<file path="src/rtl/bcd_display_pkg.sv">
// Shared types, seven-segment patterns and the BCD decode function for the display scanner.
package bcd_display_pkg;

    typedef enum logic [1:0] {
        LOAD  = 2'd0,
        SHOW  = 2'd1,
        BLANK = 2'd2
    } state_t;

    // Segment order g,f,e,d,c,b,a (bit 6 .. bit 0), active-high
    localparam logic [6:0] SEG_0    = 7'b0111111;
    localparam logic [6:0] SEG_1    = 7'b0000110;
    localparam logic [6:0] SEG_2    = 7'b1011011;
    localparam logic [6:0] SEG_3    = 7'b1001111;
    localparam logic [6:0] SEG_4    = 7'b1100110;
    localparam logic [6:0] SEG_5    = 7'b1101101;
    localparam logic [6:0] SEG_6    = 7'b1111101;
    localparam logic [6:0] SEG_7    = 7'b0000111;
    localparam logic [6:0] SEG_8    = 7'b1111111;
    localparam logic [6:0] SEG_9    = 7'b1101111;
    localparam logic [6:0] SEG_DASH = 7'b1000000;

    function automatic logic [6:0] seg_decode(input logic [3:0] digit);
        logic [6:0] pattern;
        case (digit)
            4'd0:    pattern = SEG_0;
            4'd1:    pattern = SEG_1;
            4'd2:    pattern = SEG_2;
            4'd3:    pattern = SEG_3;
            4'd4:    pattern = SEG_4;
            4'd5:    pattern = SEG_5;
            4'd6:    pattern = SEG_6;
            4'd7:    pattern = SEG_7;
            4'd8:    pattern = SEG_8;
            4'd9:    pattern = SEG_9;
            default: pattern = SEG_DASH;
        endcase
        return pattern;
    endfunction

endpackage

</file>
<file path="src/rtl/bcd_to_seg.sv">
// Combinational BCD to seven-segment decoder; invalid codes show a dash.
module bcd_to_seg
    import bcd_display_pkg::*;
(
    input  logic [3:0] bcd,
    output logic [6:0] seg_c
);

    assign seg_c = seg_decode(bcd);

endmodule

</file>
<file path="src/rtl/bcd_display_scan.sv">
// Frame-captured multiplexed seven-segment scanner with anti-ghosting blank gap.
// Optional leading-zero suppression when LEADING_ZERO_BLANK_EN is defined.
module bcd_display_scan
    import bcd_display_pkg::*;
#(
    parameter int unsigned DIGITS       = 4,
    parameter int unsigned SCAN_DIV     = 1000,
    parameter int unsigned BLANK_CYCLES = 2
) (
    input  logic                  inpulse,
    input  logic                  rst,
    input  logic [4*DIGITS-1:0]   bcd_in,
    input  logic [DIGITS-1:0]     dp_in,
    output logic [6:0]            seg,
    output logic                  dp,
    output logic [DIGITS-1:0]     an,
    output logic                  frame_done
);

    localparam int unsigned IDX_W      = (DIGITS > 1) ? $clog2(DIGITS) : 1;
    localparam int unsigned CNT_W      = (SCAN_DIV > 1) ? $clog2(SCAN_DIV) : 1;
    localparam int unsigned SHOW_LAST  = SCAN_DIV - BLANK_CYCLES - 1;
    localparam int unsigned BLANK_LAST = (BLANK_CYCLES > 0) ? BLANK_CYCLES - 1 : 0;
    localparam int unsigned IDX_LAST   = DIGITS - 1;

    state_t               state, state_next;
    logic [IDX_W-1:0]     idx, idx_next;
    logic [CNT_W-1:0]     cnt, cnt_next;
    logic                 load_en;
    logic                 advance;
    logic [3:0]           shadow_bcd [DIGITS];
    logic [DIGITS-1:0]    shadow_dp;
    logic [3:0]           digit_c;
    logic [6:0]           digit_seg_c;
    logic                 digit_blank_c;
    logic [6:0]           seg_next;
    logic                 dp_next;
    logic [DIGITS-1:0]    an_next;
    logic                 frame_done_next;

    assign digit_c = shadow_bcd[idx];

    bcd_to_seg u_bcd_to_seg (
        .bcd   (digit_c),
        .seg_c (digit_seg_c)
    );

`ifdef LEADING_ZERO_BLANK_EN
    logic [DIGITS-1:0] blank_mask, blank_mask_load;
    logic              zero_run;

    // A digit stays blank while it and everything above it is zero with no decimal point.
    always_comb begin
        blank_mask_load = '0;
        zero_run        = 1'b1;
        for (int k = DIGITS - 1; k >= 1; k--) begin
            zero_run           = zero_run & (bcd_in[4*k +: 4] == 4'd0) & ~dp_in[k];
            blank_mask_load[k] = zero_run;
        end
    end

    always_ff @(posedge inpulse) begin
        if (load_en) begin
            blank_mask <= blank_mask_load;
        end
    end

    assign digit_blank_c = blank_mask[idx];
`else
    assign digit_blank_c = 1'b0;
`endif

    // Shadow capture once per frame so counter ripple never tears a frame.
    always_ff @(posedge inpulse) begin
        if (load_en) begin
            for (int k = 0; k < int'(DIGITS); k++) begin
                shadow_bcd[k] <= bcd_in[4*k +: 4];
            end
            shadow_dp <= dp_in;
        end
    end

    always_ff @(posedge inpulse) begin
        if (!rst) begin
            state      <= LOAD;
            idx        <= '0;
            cnt        <= '0;
            seg        <= '0;
            dp         <= 1'b0;
            an         <= '0;
            frame_done <= 1'b0;
        end else begin
            state      <= state_next;
            idx        <= idx_next;
            cnt        <= cnt_next;
            seg        <= seg_next;
            dp         <= dp_next;
            an         <= an_next;
            frame_done <= frame_done_next;
        end
    end

    always_comb begin
        state_next      = state;
        idx_next        = idx;
        cnt_next        = cnt + CNT_W'(1);
        load_en         = 1'b0;
        advance         = 1'b0;
        seg_next        = '0;
        dp_next         = 1'b0;
        an_next         = '0;
        frame_done_next = 1'b0;

        case (state)
            LOAD: begin
                load_en         = 1'b1;
                frame_done_next = 1'b1;
                idx_next        = '0;
                cnt_next        = '0;
                state_next      = SHOW;
            end
            SHOW: begin
                an_next = DIGITS'(1) << idx;
                if (!digit_blank_c) begin
                    seg_next = digit_seg_c;
                    dp_next  = shadow_dp[idx];
                end
                if (cnt == CNT_W'(SHOW_LAST)) begin
                    cnt_next = '0;
                    if (BLANK_CYCLES > 0) begin
                        state_next = BLANK;
                    end else begin
                        advance = 1'b1;
                    end
                end
            end
            BLANK: begin
                if (cnt == CNT_W'(BLANK_LAST)) begin
                    cnt_next = '0;
                    advance  = 1'b1;
                end
            end
            default: begin
                state_next = LOAD;
                cnt_next   = '0;
            end
        endcase

        // End of a digit slot: move to the next digit or start a new frame.
        if (advance) begin
            if (idx == IDX_W'(IDX_LAST)) begin
                state_next = LOAD;
            end else begin
                idx_next   = idx + IDX_W'(1);
                state_next = SHOW;
            end
        end
    end

endmodule

</file>
<file path="config.mk">
export PLATFORM = sky130hd
export DESIGN_NAME = bcd_display_scan
export DESIGN_NICKNAME = d
export VERILOG_FILES = /design/src/rtl/bcd_display_pkg.sv /design/src/rtl/bcd_to_seg.sv /design/src/rtl/bcd_display_scan.sv
export SDC_FILE = /design/constraint.sdc
export NUM_CORES = 1
export LEC_CHECK = 0
export CORE_MARGIN = 2
export CORE_UTILIZATION = 52
export CTS_CLUSTER_SIZE = 24
export DETAILED_ROUTE_END_ITERATION = 7
export PLACE_DENSITY = 0.79
export SYNTH_ARGS = -nofsm -noshare
export SYNTH_HDL_FRONTEND = slang
export SYNTH_SLANG_ARGS = --single-unit
</file>
<file path="constraint.sdc">
create_clock -name inpulse -period 2.6 [get_ports inpulse]
set_clock_uncertainty 0.1 [all_clocks]
set_input_delay 0.39 -clock inpulse [delete_from_list [all_inputs] [get_ports inpulse]]
set_output_delay 0.39 -clock inpulse [all_outputs]
set_load 0.05 [all_outputs]
</file>
==> results of run 1 <==
-- worst max-delay path by stage --
stage	to	slack (ns)	depth (start not counted)
floorplan	seg[3]$_SDFF_PN0_	0.70	6
global placement	seg[3]$_SDFF_PN0_	0.66	5
detailed placement	seg[4]$_SDFF_PN0_	0.61	7
CTS	seg[3]$_SDFF_PN0_	0.58	5
global route	seg[4]$_SDFF_PN0_	0.39	7
finish	seg[3]$_SDFF_PN0_	0.59	5
-- metal layers --
layer	vias up	wire [um]	global-route usage, %
met5	-	0	0
met1	622	1583	22.51
met4	0	52	8.673
met3	6	175	5.236
li1	662	-	-
met2	42	1697	30.13
-- state kept, by name, summed over array words and instances, names as in the netlist --
register / cells
idx: 2
seg: 7
shadow_bcd: 16
an: 4
frame_done: 1
cnt: 10
dp: 1
state: 2
shadow_dp: 4
-- layout by cell type, fill, tap and decap left out, drive strengths merged, types with 5 or more instances in the layout --
cell,Yosys,routed
a21oi,9,9
o21ai,5,5
edfxtp,20,20
ha,13,13
inv,12,12
nand2,8,8
xnor2,6,6
mux4,5,5
clkbuf,1,7
clkdlybuf4s50,0,34
dfxtp,27,27
nor2,15,15
nand3,6,6
mux2i,5,5
-- final cells by class --
| type | instances | area [um^2] |
|---|---|---|
| Sequential cell | 47 | 1141 |
| Clock inverter | 1 | 5.005 |
| Clock buffer | 7 | 76.32 |
| Inverter | 12 | 45.04 |
| Fill cell | 288 | 1217 |
| Multi-Input combinational cell | 102 | 815.8 |
| Tap cell | 48 | 60.06 |
| Timing Repair Buffer | 36 | 355.3 |
-- metrics by stage --
| step | power (mW) | hold WS, ns |
|---|---|---|
| after floorplan | 1.559 | 0.3446 |
| after global placement | 1.741 | 0.3664 |
| after detailed placement | 1.772 | 0.3854 |
| after CTS | 2.186 | 0.3964 |
| after global routing | 2.299 | 0.4067 |
| final | 2.169 | 0.3944 |
-- cells by family after synthesis --
logic type / count (synthesis) / synth area share [%]
fa+ha+maj: 13 / 8.000
xor+xnor: 8 / 3.446
buf+inv: 16 / 3.753
simple gates: 50 / 13.72
mux: 11 / 8.554
flops: 47 / 56.12
compound gates: 20 / 6.400
-- power by group through the flow --
stage	combinational, mW	sequential, mW	clock [mW]
after floorplan	0.388	1.17	0
after global placement	0.686	1.06	0
after global routing	0.775	1.06	0.464
final	0.711	1.05	0.413
after CTS	0.711	1.05	0.429
after detailed placement	0.708	1.06	0
-- worst max-delay path, stage by stage (launching register included) --
cell and delay (ns):
dfxtp_1 0.55, mux4_2 0.64, inv_1 0.13, ha_1 0.25
mux2i_1 0.15, a21oi_1 0.08
==> results.txt, run 1 <==
Max-Cap Viols = 0
Total die area = 0.004426 mm^2
Setup tns final = 0 ns
CTS tree = done
Int Pwr = 1.436 mW
Setup CP Type = reg -> reg
Core area = 0.003716 mm^2
Area grow syn2layout = 22.89%
Most numerous cell in the Yosys netlist = dfxtp_1
CP Capture Type = register
Global placement routability congestion = 0.8611
Synth top area share = 29.54%
Layout Utilization = 67.24%
Total CTS buffers = 5
Leakage dissipation = 0.9092 nW
Cell Area, Placed = 0.002417 mm^2
Average size of a mapped cell = 12.32 um^2
Vias in the first global route = 1312
Top_reg_cell synth = dfxtp_1
Tmin final = 2.010 ns
Hold Crit Class = reg -> reg
Initial antenna violation count = 0
Post-Route WL = 3508 um
Crit path required time = 2.69 ns
PortBufs = 34
Post-synth top cells = 27 x dfxtp_1, 20 x edfxtp_1, 15 x nor2_1
Post-synth EDFFs = 20
GRT Util Overall = 18.46%
Pwr dens = 868.2 mW/mm^2
Fraction of layout cells with a size suffix above 1 = 10.73%
Synth Net Count = 200
Synth area leaders = edfxtp_1 30%, dfxtp_1 27%, ha_1 8.0%, mux4_2 5.5%, nor2_1 2.8%
Rows = 22
Switching Share = 33.82%
Die X = 66.53 um
Largest net degree at the start of global routing = 14
Clock-pin slew on the worst setup and hold paths = 0.08 ns
Die Height = 66.53 um
Gr ovfl total = 0
Max Slew Vio Count = 0
RR Endpoint = seg[3]$_SDFF_PN0_
WHS Endpoint = state[1]$_SDFFE_PN0P_
Final Hold Fails = 0
DRT iter0 DRCs = 86
Critical path fanouts, max = 8
VDD IR-drop max = 0.4088 mV
# IOs = 35
Ys Warns = 0
Initial Utilization = 54.71%
# hold bufs at CTS = 0
Syn Inst Count = 165
Clock Tree Buf Depth = 2
First-pass GRT wire length = 5927 um
H-tree depth = 2
Final nets = 239
Dpl cells = 245
CTS Root Buffer Type = clkbuf_8
Via count = 1332
Post-DP HPWL = 2659 um
Reg2Reg Launch Point = idx[0]$_SDFF_PN0_
Endpoints failing setup = 0
Sink Count = 47
Final Instance Area = 0.002499 mm^2
DR pass1 iterations = 4
Combinational power share = 32.8%
Status = finished, final reports clean
WHS Path Cells = 2
Hold_sp = state[1]$_SDFFE_PN0P_
Fmax = 0.4976 GHz
Synth Cell Area = 0.002033 mm^2
DR WL/cell = 13.87 um
Post-CTS setup buffers = 0
Post-route ant nets = 0
Synth cell types = 40
Measured slew at the worst slew-check pin = 0.5035 ns
DRC violations left = 0
Sequential fraction of the synthesis area = 56.12%
Synth area leader = edfxtp_1
Clock latency on the worst-skew pair = 0.29 ns
Final Cycle Share = 77.29%
Via density = 5.265
Ys async rst share = 0%
Post-route insts no fill = 253
RSZ-0062 raised after global routing = false
Worst reg-to-reg path cell count = 5
Antenna fix cells = 0
Worst setup path startpoint = idx[0]$_SDFF_PN0_
Sequential cell fraction of total power = 48.2%
Power share of the clock group = 19.0%
Rel. slew slack = 66.33%
Worst setup margin = 0.5904 ns
Yosys reg bits = 47
Placement Setup Slack = 0.6059 ns
P_sw = 733.7 uW
Critical Path Source Type = register
PostCTS Resize Cnt = 0
Reg-to-reg setup timing slack = 0.59 ns
Worst EP arrival = 2.10 ns
Power figures use the tool's default switching activity.
==> run 2, diff against run 1 <==
Settings changed: CORE_UTILIZATION 52 to 47, PLACE_DENSITY 0.79 to 0.75.
Clock period 2.6 ns to 1.65 ns, I/O delays scaled along.
==> run 2 against run 1 <==
Core utilization rose by 1.1 points. Count of clock-buffer cells in the layout is 1 lower. Register-to-register slack got worse by 0.70 ns. Largest power group unchanged. Critical path type unchanged. Critical endpoint is now seg[4]$_SDFF_PN0_. Sequential cell count unchanged. Via count grew 11%. Critical path depth up 2. Global-route usage down 1.0 points. Die area grew 10%. Worst hold slack better by 0.0033 ns. Largest cell class unchanged. Setup slack worse by 0.70 ns. First-iteration DRC count fell by 33%. The run now ends with setup timing left.
==> results.txt, run 2 (same netlist as run 1, synthesis figures left out) <==
CTS Root Buffer Type = clkbuf_8
Max reg flops = 16 (unchanged)
Via count = 1476 (+11%)
Status = finished, violations left
DR pass1 iterations = 4 (unchanged)
Crit-path cells = mux4_2 > inv_4 > ha_4 > inv_2 > a21oi_2 > o21ai_1 > a21oi_1
Largest net degree at the start of global routing = 14 (unchanged)
DRT iter0 DRCs = 58 (-33%)
Measured slew at the worst slew-check pin = 0.3948 ns (-0.1088 ns)
H-tree depth = 2 (unchanged)
Slowest-stage cell, CP = mux4_2
GRT Util Overall = 17.46% (-1.0 points)
Failing checks = setup timing
Critical path fanouts, max = 6 (-2)
Pwr dens = 1392 mW/mm^2 (+60%)
Gr ovfl total = 0 (unchanged)
DR WL/cell = 16.47 um (+19%)
Post-route total power = 3.889 mW (+79%)
Placement Setup Slack = -0.08565 ns (-0.6915 ns)
Final Hold Fails = 0 (unchanged)
FILL cells = 296 (+2.8%)
CP Capture Type = register
First-pass GRT wire length = 6630 um (+12%)
Leakage dissipation = 1.042 nW (+15%)
Die Height = 69.77 um (+4.9%)
Setup CP Type = reg -> reg
CTS tree = done
Core area = 0.004086 mm^2 (+10%)
# IOs = 35 (unchanged)
Critical Path Source Type = register
Biggest register = shadow_bcd
Clock-pin slew on the worst setup and hold paths = 0.09 ns (about the same)
Setup tns final = -0.4908 ns (-0.4908 ns)
Vias in the first global route = 1480 (+13%)
Global placement routability congestion = 0.7839 (-9.0%)
Rel. slew slack = 73.59% (+7.3 points)
Clock Tree Buf Depth = 2 (unchanged)
Sink Count = 47 (unchanged)
Max incr delay on CP = 0.58 ns (-0.06 ns)
Fraction of layout cells with a size suffix above 1 = 35.56% (+25 points)
Max Slew Vio Count = 0 (unchanged)
Most frequent cells in the layout = 28 x buf_4, 23 x dfxtp_1, 21 x clkdlybuf4s50_1
Crit path buf inv count = 2 (+1)
VDD IR-drop max = 0.6489 mV (+59%)
Clock latency on the worst-skew pair = 0.30 ns (about the same)
Endpoints failing setup = 8 (+8)
PortBufs = 34 (unchanged)
Initial antenna violation count = 0 (unchanged)
Crit path required time = 1.78 ns (-0.91 ns)
Die X = 69.77 um (+4.9%)
Post-Route WL = 4530 um (+29%)
Worst EP arrival = 1.89 ns (-0.21 ns)
RSZ-0062 raised after global routing = true
Final Cycle Share = 106.4% (+29 points)
Post-route ant nets = 0 (unchanged)
DRC violations left = 0 (unchanged)
Max-Cap Viols = 0 (unchanged)
Tmin final = 1.756 ns (-0.2532 ns)
Total die area = 0.004868 mm^2 (+10%)
Antenna fix cells = 0 (unchanged)
Top cell family by delay on the critical path = multiplexers
Area grow syn2layout = 37.42%
Initial Utilization = 49.76% (-5.0 points)
Final nets = 259 (+8.4%)
Biggest regs = shadow_bcd x16, cnt x10, seg x7
Total CTS buffers = 5 (unchanged)
Hold Crit Class = in -> reg
Rows = 23 (+4.5%)
Via density = 5.367 (+1.9%)
Worst setup margin = -0.1064 ns (-0.6968 ns)
Fmax = 0.5694 GHz (+14%)
Commonest non-fill, non-tap cell in the layout = buf_4
Post-DP HPWL = 2899 um (+9.0%)
-- run 2: layout make-up --
| type | instances | area (um^2) | share of cell area, % |
|---|---|---|---|
| sequential | 47 | 1149 | 41.11 |
| multi-input combinational | 102 | 953.4 | 34.12 |
| timing repair buffer | 56 | 499.2 | 17.87 |
| clock buffer | 6 | 72.57 | 2.597 |
| tap | 50 | 62.56 | 2.239 |
| inverter | 12 | 50.05 | 1.791 |
| clock inverter | 2 | 7.507 | 0.2687 |
-- run 2: power by group --
part           switching [mW]  total, mW  internal, mW
clock network           0.374      0.664         0.290
registers               0.102       1.65          1.55
logic                   0.915       1.57         0.659
total                    1.39       3.89          2.50
-- run 2: path summary, 6_finish.rpt --
kind                                     end  slack, ns  depth (start not counted)                   from
setup / recovery           seg[4]$_SDFF_PN0_      -0.11                          7      idx[0]$_SDFF_PN0_
hold / removal    shadow_bcd[3][3]$_DFFE_PP_       0.40                          1             bcd_in[15]
setup reg to reg           seg[4]$_SDFF_PN0_      -0.11                          7      idx[0]$_SDFF_PN0_
hold reg to reg        state[1]$_SDFFE_PN0P_       0.41                          2  state[1]$_SDFFE_PN0P_
-- run 2: metrics by stage --
stage               area (um^2)  utilization (%)  std cells  hold slack [ns]
global route               2794            68.37        275           0.3926
CTS                        2618            64.05        268           0.3990
detailed placement         2511            61.45        259           0.4006
global placement           2511            61.45        259           0.3675
finish                     2794            68.37        275           0.3977
floorplan                  2068                -        165           0.2464
-- run 2: worst reg2reg max path: cells and delay by family, from the launching register on --
kind	cells	cell delay, ns
adders and majority gates	1	0.14
AOI/OAI and AO/OA	3	0.30
buffers and inverters	2	0.15
DFF	1	0.41
muxes	1	0.58
-- run 2: timing repair --
| action | in CTS | in global routing |
|---|---|---|
| endpoints found under the hold margin | 0 | 0 |
| gates cloned | 0 | 1 |
| buffers inserted | 1 | 6 |
| setup endpoints to repair | 17 | 20 |
| gates resized for setup | 5 | 33 |
| pin swaps | 3 | 14 |
| hold buffers | 0 | 0 |
-- run 2: metal layers --
metal	global-route usage, %	share of wire [%]	vias up
li1	-	-	705
met1	20.13	40	718
met2	29.95	53	40
met3	5.378	4.2	13
met4	7.265	2.9	0
met5	0	0	-
